==> src/rtl/div_sequencer.sv <==
// ============================================================================
// Module   : div_sequencer
// Purpose  : Multi-cycle RV32M DIV/DIVU/REM/REMU sequencer. It performs
//            restoring division, one quotient bit per cycle, on a shared
//            32-bit add/subtract unit in the execute stage.
// Ports    : clk, rst_n         - clock, synchronous active-low reset
//            start, op          - request and funct3[1:0] (00 DIV, 01 DIVU,
//                                 10 REM, 11 REMU), sampled in IDLE
//            rs1, rs2           - dividend and divisor, sampled with start
//            flush              - synchronous abort
//            busy, done, result - status, one-cycle done pulse, result
//            au_a, au_b, au_as  - drive to the shared add/sub unit
//            au_s, au_c         - sum and carry-out back from the unit
// Revision : 1.0 - initial release
// ============================================================================
`default_nettype none
`timescale 1ns/1ps

module div_sequencer (
  input  logic        clk,
  input  logic        rst_n,
  input  logic        start,
  input  logic [1:0]  op,
  input  logic [31:0] rs1,
  input  logic [31:0] rs2,
  input  logic        flush,
  output logic        busy,
  output logic        done,
  output logic [31:0] result,
  output logic [31:0] au_a,
  output logic [31:0] au_b,
  output logic        au_as,
  input  logic [31:0] au_s,
  input  logic        au_c
);

  typedef enum logic [2:0] {
    S_IDLE = 3'd0,
    S_PREP = 3'd1,
    S_ITER = 3'd2,
    S_FIX  = 3'd3,
    S_DONE = 3'd4
  } state_t;

  localparam logic [31:0] C_INT_MIN = 32'h8000_0000;

  state_t      state_q, state_d;
  logic [1:0]  op_q, op_d;
  logic [31:0] quo_q, quo_d;      // dividend shifting out / quotient shifting in
  logic [31:0] rem_q, rem_d;      // partial remainder
  logic [31:0] dvs_q, dvs_d;      // divisor magnitude
  logic [4:0]  count_q, count_d;
  logic        quo_neg_q, quo_neg_d;
  logic        rem_neg_q, rem_neg_d;
  logic [31:0] result_q, result_d;
  logic        busy_q, busy_d;
  logic        done_q, done_d;

  // Remainder shifted left by one with the next dividend bit brought in.
  logic [31:0] rem_shift;
  logic        take;
  logic        is_signed;
  logic        a_neg;
  logic        b_neg;

  assign rem_shift = {rem_q[30:0], quo_q[31]};
  // rem_q[31] is bit 32 of the 33-bit shifted remainder: when set the
  // shifted value is certainly >= divisor, and the low 32 bits of the
  // subtraction are still the correct new remainder.
  assign take      = rem_q[31] | au_c;
  assign is_signed = ~op_q[0];
  assign a_neg     = is_signed & quo_q[31];
  assign b_neg     = is_signed & dvs_q[31];

  // The add/sub unit is only borrowed during ITER; otherwise drive zeros.
  always_comb begin
    au_a  = 32'd0;
    au_b  = 32'd0;
    au_as = 1'b0;
    if (state_q == S_ITER) begin
      au_a  = rem_shift;
      au_b  = dvs_q;
      au_as = 1'b1;
    end
  end

  always_comb begin
    state_d   = state_q;
    op_d      = op_q;
    quo_d     = quo_q;
    rem_d     = rem_q;
    dvs_d     = dvs_q;
    count_d   = count_q;
    quo_neg_d = quo_neg_q;
    rem_neg_d = rem_neg_q;
    result_d  = result_q;

    case (state_q)
      S_IDLE: begin
        if (start && !flush) begin
          state_d = S_PREP;
          op_d    = op;
          // Raw operands parked in the working registers until PREP.
          quo_d   = rs1;
          dvs_d   = rs2;
        end
      end

      S_PREP: begin
        quo_neg_d = a_neg ^ b_neg;
        rem_neg_d = a_neg;
        quo_d     = a_neg ? (32'd0 - quo_q) : quo_q;
        dvs_d     = b_neg ? (32'd0 - dvs_q) : dvs_q;
        rem_d     = 32'd0;
        count_d   = 5'd0;
        if (dvs_q == 32'd0) begin
          result_d = op_q[1] ? quo_q : 32'hFFFF_FFFF;
          state_d  = S_DONE;
        end else if (is_signed && (quo_q == C_INT_MIN) && (dvs_q == 32'hFFFF_FFFF)) begin
          result_d = op_q[1] ? 32'd0 : C_INT_MIN;
          state_d  = S_DONE;
        end else begin
          state_d  = S_ITER;
        end
      end

      S_ITER: begin
        if (take) begin
          rem_d = au_s;
          quo_d = {quo_q[30:0], 1'b1};
        end else begin
          rem_d = rem_shift;
          quo_d = {quo_q[30:0], 1'b0};
        end
        count_d = count_q + 5'd1;
        if (count_q == 5'd31) begin
          state_d = S_FIX;
        end
      end

      S_FIX: begin
        if (op_q[1]) begin
          result_d = rem_neg_q ? (32'd0 - rem_q) : rem_q;
        end else begin
          result_d = quo_neg_q ? (32'd0 - quo_q) : quo_q;
        end
        state_d = S_DONE;
      end

      S_DONE: begin
        state_d = S_IDLE;
      end

      default: begin
        state_d = S_IDLE;
      end
    endcase

    // Abort: back to IDLE without touching the architectural result.
    if (flush && (state_q != S_IDLE)) begin
      state_d  = S_IDLE;
      result_d = result_q;
    end

    // Status outputs are registered from the next state.
    busy_d = (state_d != S_IDLE);
    done_d = (state_d == S_DONE);
  end

  always_ff @(posedge clk) begin
    if (!rst_n) begin
      state_q   <= S_IDLE;
      op_q      <= 2'd0;
      quo_q     <= 32'd0;
      rem_q     <= 32'd0;
      dvs_q     <= 32'd0;
      count_q   <= 5'd0;
      quo_neg_q <= 1'b0;
      rem_neg_q <= 1'b0;
      result_q  <= 32'd0;
      busy_q    <= 1'b0;
      done_q    <= 1'b0;
    end else begin
      state_q   <= state_d;
      op_q      <= op_d;
      quo_q     <= quo_d;
      rem_q     <= rem_d;
      dvs_q     <= dvs_d;
      count_q   <= count_d;
      quo_neg_q <= quo_neg_d;
      rem_neg_q <= rem_neg_d;
      result_q  <= result_d;
      busy_q    <= busy_d;
      done_q    <= done_d;
    end
  end

  assign busy   = busy_q;
  assign done   = done_q;
  assign result = result_q;

endmodule

`default_nettype wire

==> config.mk <==
export PLATFORM = sky130hd
export DESIGN_NAME = div_sequencer
export DESIGN_NICKNAME = d
export VERILOG_FILES = /design/src/rtl/div_sequencer.sv
export SDC_FILE = /design/constraint.sdc
export NUM_CORES = 1
export LEC_CHECK = 0
export ABC_AREA = 1
export CAP_MARGIN = 0
export CORE_ASPECT_RATIO = 0.8
export CORE_MARGIN = 1
export CORE_UTILIZATION = 29
export DETAILED_ROUTE_END_ITERATION = 16
export GPL_TIMING_DRIVEN = 0
export PLACE_DENSITY = 0.58
export SYNTH_ARGS = -nofsm -noshare
export SYNTH_HDL_FRONTEND = slang
export SYNTH_SLANG_ARGS = --single-unit
==> constraint.sdc <==
create_clock -name clk -period 2.3 [get_ports clk]
set_clock_uncertainty 0.15 [all_clocks]
set_input_delay 0.345 -clock clk [delete_from_list [all_inputs] [get_ports clk]]
set_output_delay 0.345 -clock clk [all_outputs]
set_load 0.03 [all_outputs]
==> run_results.csv <==
group,metric,value,unit
status,status,"complete, no violations",
critical_path,critPathMaxStageDelay,0.37,ns
die,dieHeight,168.6,µm
sta,timing.final.crit_share,98.77,%
global_routing,overflow,0,
global_routing,grt_pass1_vias,11502,
global_routing,grt_max_degree,17,
clock_network,ctsLongestPathBuffers,2,
global_routing,antenna_found_initial,1,
clock_network,root_buffer,"clkbuf_16",
drt,first_pass_iters,5,
pwr,sw_frac_of_total,38.19,%
clock_network,insertion_delay,0.45,ns
critical_path,cp_top_family,"buffers and inverters",
finish,finalNonFillerCells,2421,
sta,rsz0062_at_grt,"yes",
yosys,syn_avg_cell_area,5.941,µm²
pwr,p_int,0.005267,W
clock_network,clk_pin_slew,0.08,ns
yosys,yosys.cell_types.count,44,
global_routing,grtUsageTotal,27.28,%
min_path,min_path_type,"reg -> reg",
place,dp_slack,-0.9957,ns
finish,diodes,0,
pwr,max-vdd-ir-drop,0.3378,mV
drt,detail_route.drc_violations,0,
die,coreArea,0.03386,mm²
die,die_x,210.3,µm
yosys,synth_fa_ha_area_share,0.7459,%
yosys,synth_compound_gate_area_share,22.33,%
yosys,synth-async-reset-ratio,0,%
finish,area_growth,38.79,%
yosys,syn_inst,1694,
clock_network,numCtsBuffers,17,
critical_path,cp-start-kind,"flip-flop",
drt,ant_nets,0,
finish,drive_gt1_share,16.87,%
sta,hold_viol,0,
pwr,seqPwrFrac,33.3,%
finish,nets,2052,
critical_path,crit_type,"reg -> out",
yosys,synth_ff_type,"dfxtp_1",
yosys,synthMuxAreaShare,0,%
place,hpwlAfterDp,38710,µm
critical_path,cp_common_cell,"clkbuf_16",
critical_path,crit_chain,"inv_4 -> nand3_4 -> clkbuf_16 -> buf_12 -> clkbuf_16 -> nor2_4 -> buf_6",
critical_path,cp.arrival,1.78,ns
yosys,ys_ff_latch,142,
die,start_util,29.73,%
pwr,cellPowerDensity,610.0,mW/mm²
pwr,switchingPower,0.003254,W
clock_network,cts_tree,"done",
sta,tightest_slew,0.8079,ns
yosys,synth_top_family_by_area,"simple AND/OR/NAND/NOR gates",
yosys,synth_xor_area_share,2.176,%
critical_path,worst-path-buf-inv,5,
yosys,syn-num-nets,1803,
sta,fmax,440.2,MHz
clock_network,cts_hold_buffers,0,
pwr,clkPwrFrac,35.3,%
die,std_cell_rows,60,
yosys,synth-simple-area-share,37.18,%
finish,nFillCells,3720,
sta,drv_slew,0,
yosys,yosysSeqAreaShare,28.24,%
drt,wl_per_cell,20.62,µm
drt,drt_iter0_markers,1326,
place,portBuffers,201,
sta,holdWs,0.3148,ns
sta,slew_headroom,45.85,%
place,gp_congestion,0.9791,
drt,dr_total_vias,12763,
drt,vias_per_cell,5.272,
critical_path,worstPathMaxFanout,6,
global_routing,grt_pass1_wl,72080,µm
sta,setup_slack,0.02824,ns
critical_path,worstPathRequired,1.80,ns
yosys,synth_edf_count,0,
drt,totalWireLength,49920,µm
sta,setup_viol,0,
die,fp.dieArea,0.03546,mm²
sta,fin_crit,2.272,ns
place,place_inst,2360,
pwr,combinationalPowerShare,31.4,%
clock_network,cts.sinks,142,
critical_path,critPathSlowestCell,"dfxtp_4",
clock_network,htree_levels,4,
yosys,syn_area,0.01006,mm²
pwr,leakage,5.551,nW
yosys,ys_warn_count,0,
run,drv_cap,0,
die,ioPinCount,202,
critical_path,critPathCaptureType,"output port",
[path summary, 6_finish.rpt]
check                           slack, ns          to  depth (start not counted)       start
worst max-delay path                 0.03     au_b[2]                          7  state_q[2]
worst min-delay path                 0.31  result[17]                          2  result[17]
worst max register to register       0.04  result[10]                         11    quo_q[6]
worst min register to register       0.31  result[17]                          2  result[17]
[Yosys cell counts (13+ instances only)]
cell type,n,area [µm²]
o22ai_1,39,244.0
nand3_1,121,605.6
clkbuf_1,58,217.7
o21ai_1,15,75.07
a41oi_1,23,201.4
inv_1,131,491.7
o21ai_0,128,640.6
nand4_1,16,100.1
nor2_1,268,1006
dfxtp_1,142,2843
nor2_2,13,81.33
a21oi_1,167,835.8
xor2_1,25,219.0
nand2_1,425,1595
buf_2,20,100.1
[registers in the layout (all words and copies together), names as in the netlist]
signal / cells
rem_neg_q: 1
op_q: 2
count_q: 5
result: 32
done: 1
quo_neg_q: 1
busy: 1
rem_q: 32
quo_q: 32
state_q: 3
dvs_q: 32
[power by group through the flow]
stage / clock network (W) / registers, W / logic [W]
after CTS: 0.00302 / 0.00282 / 0.00244
final: 0.00301 / 0.00284 / 0.00267
after detailed placement: 0 / 0.00287 / 0.00236
after global routing: 0.00314 / 0.00286 / 0.00289
after floorplan: 0 / 0.00279 / 0.00151
after global placement: 0 / 0.00287 / 0.00236
[logic make-up after synthesis]
family / Yosys count
flops: 142
buf+inv: 236
simple gates: 883
compound gates: 402
xor+xnor: 25
fa+ha+maj: 6
[stage by stage]
| stage | setup TNS [ns] | power (W) | area, µm² | utilization [%] |
|---|---|---|---|---|
| CTS | -0.009892 | 0.008283 | 13300 | 39.29 |
| finish | 0 | 0.008521 | 13970 | 41.26 |
| global route | -0.05328 | 0.008894 | 13970 | 41.26 |
| global placement | -83.84 | 0.005229 | 12660 | 37.39 |
| detailed placement | -85.02 | 0.005226 | 12660 | 37.39 |
| floorplan | 0 | 0.004302 | 10060 | - |
[placed cells by master, fill, tap and decap left out, types with 4 or more instances in the layout]
| master | n |
|---|---|
| a21oi_1 | 164 |
| clkbuf_2 | 22 |
| buf_12 | 4 |
| nand3_1 | 116 |
| dfxtp_1 | 134 |
| nand4_1 | 16 |
| clkbuf_4 | 13 |
| o21ai_0 | 123 |
| o22ai_1 | 39 |
| buf_2 | 22 |
| a221oi_1 | 10 |
| nand2_2 | 9 |
| inv_2 | 17 |
| inv_1 | 124 |
| clkbuf_16 | 21 |
| clkdlybuf4s50_1 | 136 |
| dfxtp_2 | 7 |
| xor2_1 | 25 |
| nor2_1 | 209 |
| buf_4 | 65 |
| a21oi_2 | 8 |
| o211ai_1 | 4 |
| nand3_4 | 7 |
| ha_1 | 4 |
| o21ai_1 | 19 |
| nand2_1 | 418 |
| nor3_1 | 7 |
| nor2_2 | 54 |
| a41oi_1 | 23 |
| nor2_4 | 23 |
| nand2_4 | 4 |
| nand3_2 | 9 |
| clkbuf_1 | 36 |
| buf_6 | 11 |
[layer usage]
layer | track usage [%] | up-vias | share of wire [%]
met5 | 0 | - | 0.024
met4 | 7.871 | 2 | 2.0
met3 | 5.881 | 61 | 8.7
met2 | 37.17 | 540 | 40
met1 | 41.86 | 6036 | 49
li1 | - | 6124 | -
[tightest hold or removal path: stages (launching register included)]
cell and delay [ns]:
dfxtp_1 0.31, nand2_1 0.06, a21oi_1 0.05
[area by class of cell]
class / instances / area, µm² / area share, %
clock buffers: 19 / 452.9 / 3.243
well taps: 465 / 581.8 / 4.165
repair buffers: 230 / 2155 / 15.42
clock inverters: 13 / 162.7 / 1.164
inverters: 146 / 565.5 / 4.049
multi-input cells: 1317 / 6679 / 47.81
flip-flops and latches: 142 / 2855 / 20.44
plain buffers: 89 / 516.7 / 3.699
[repair_timing]
item	in CTS	in global routing
resized for setup	398	198
setup buffers	8	17
cloned	0	5
endpoints found under the setup margin	169	158
pin swaps	4	11
Note: power is estimated with default switching activity, not from simulation.
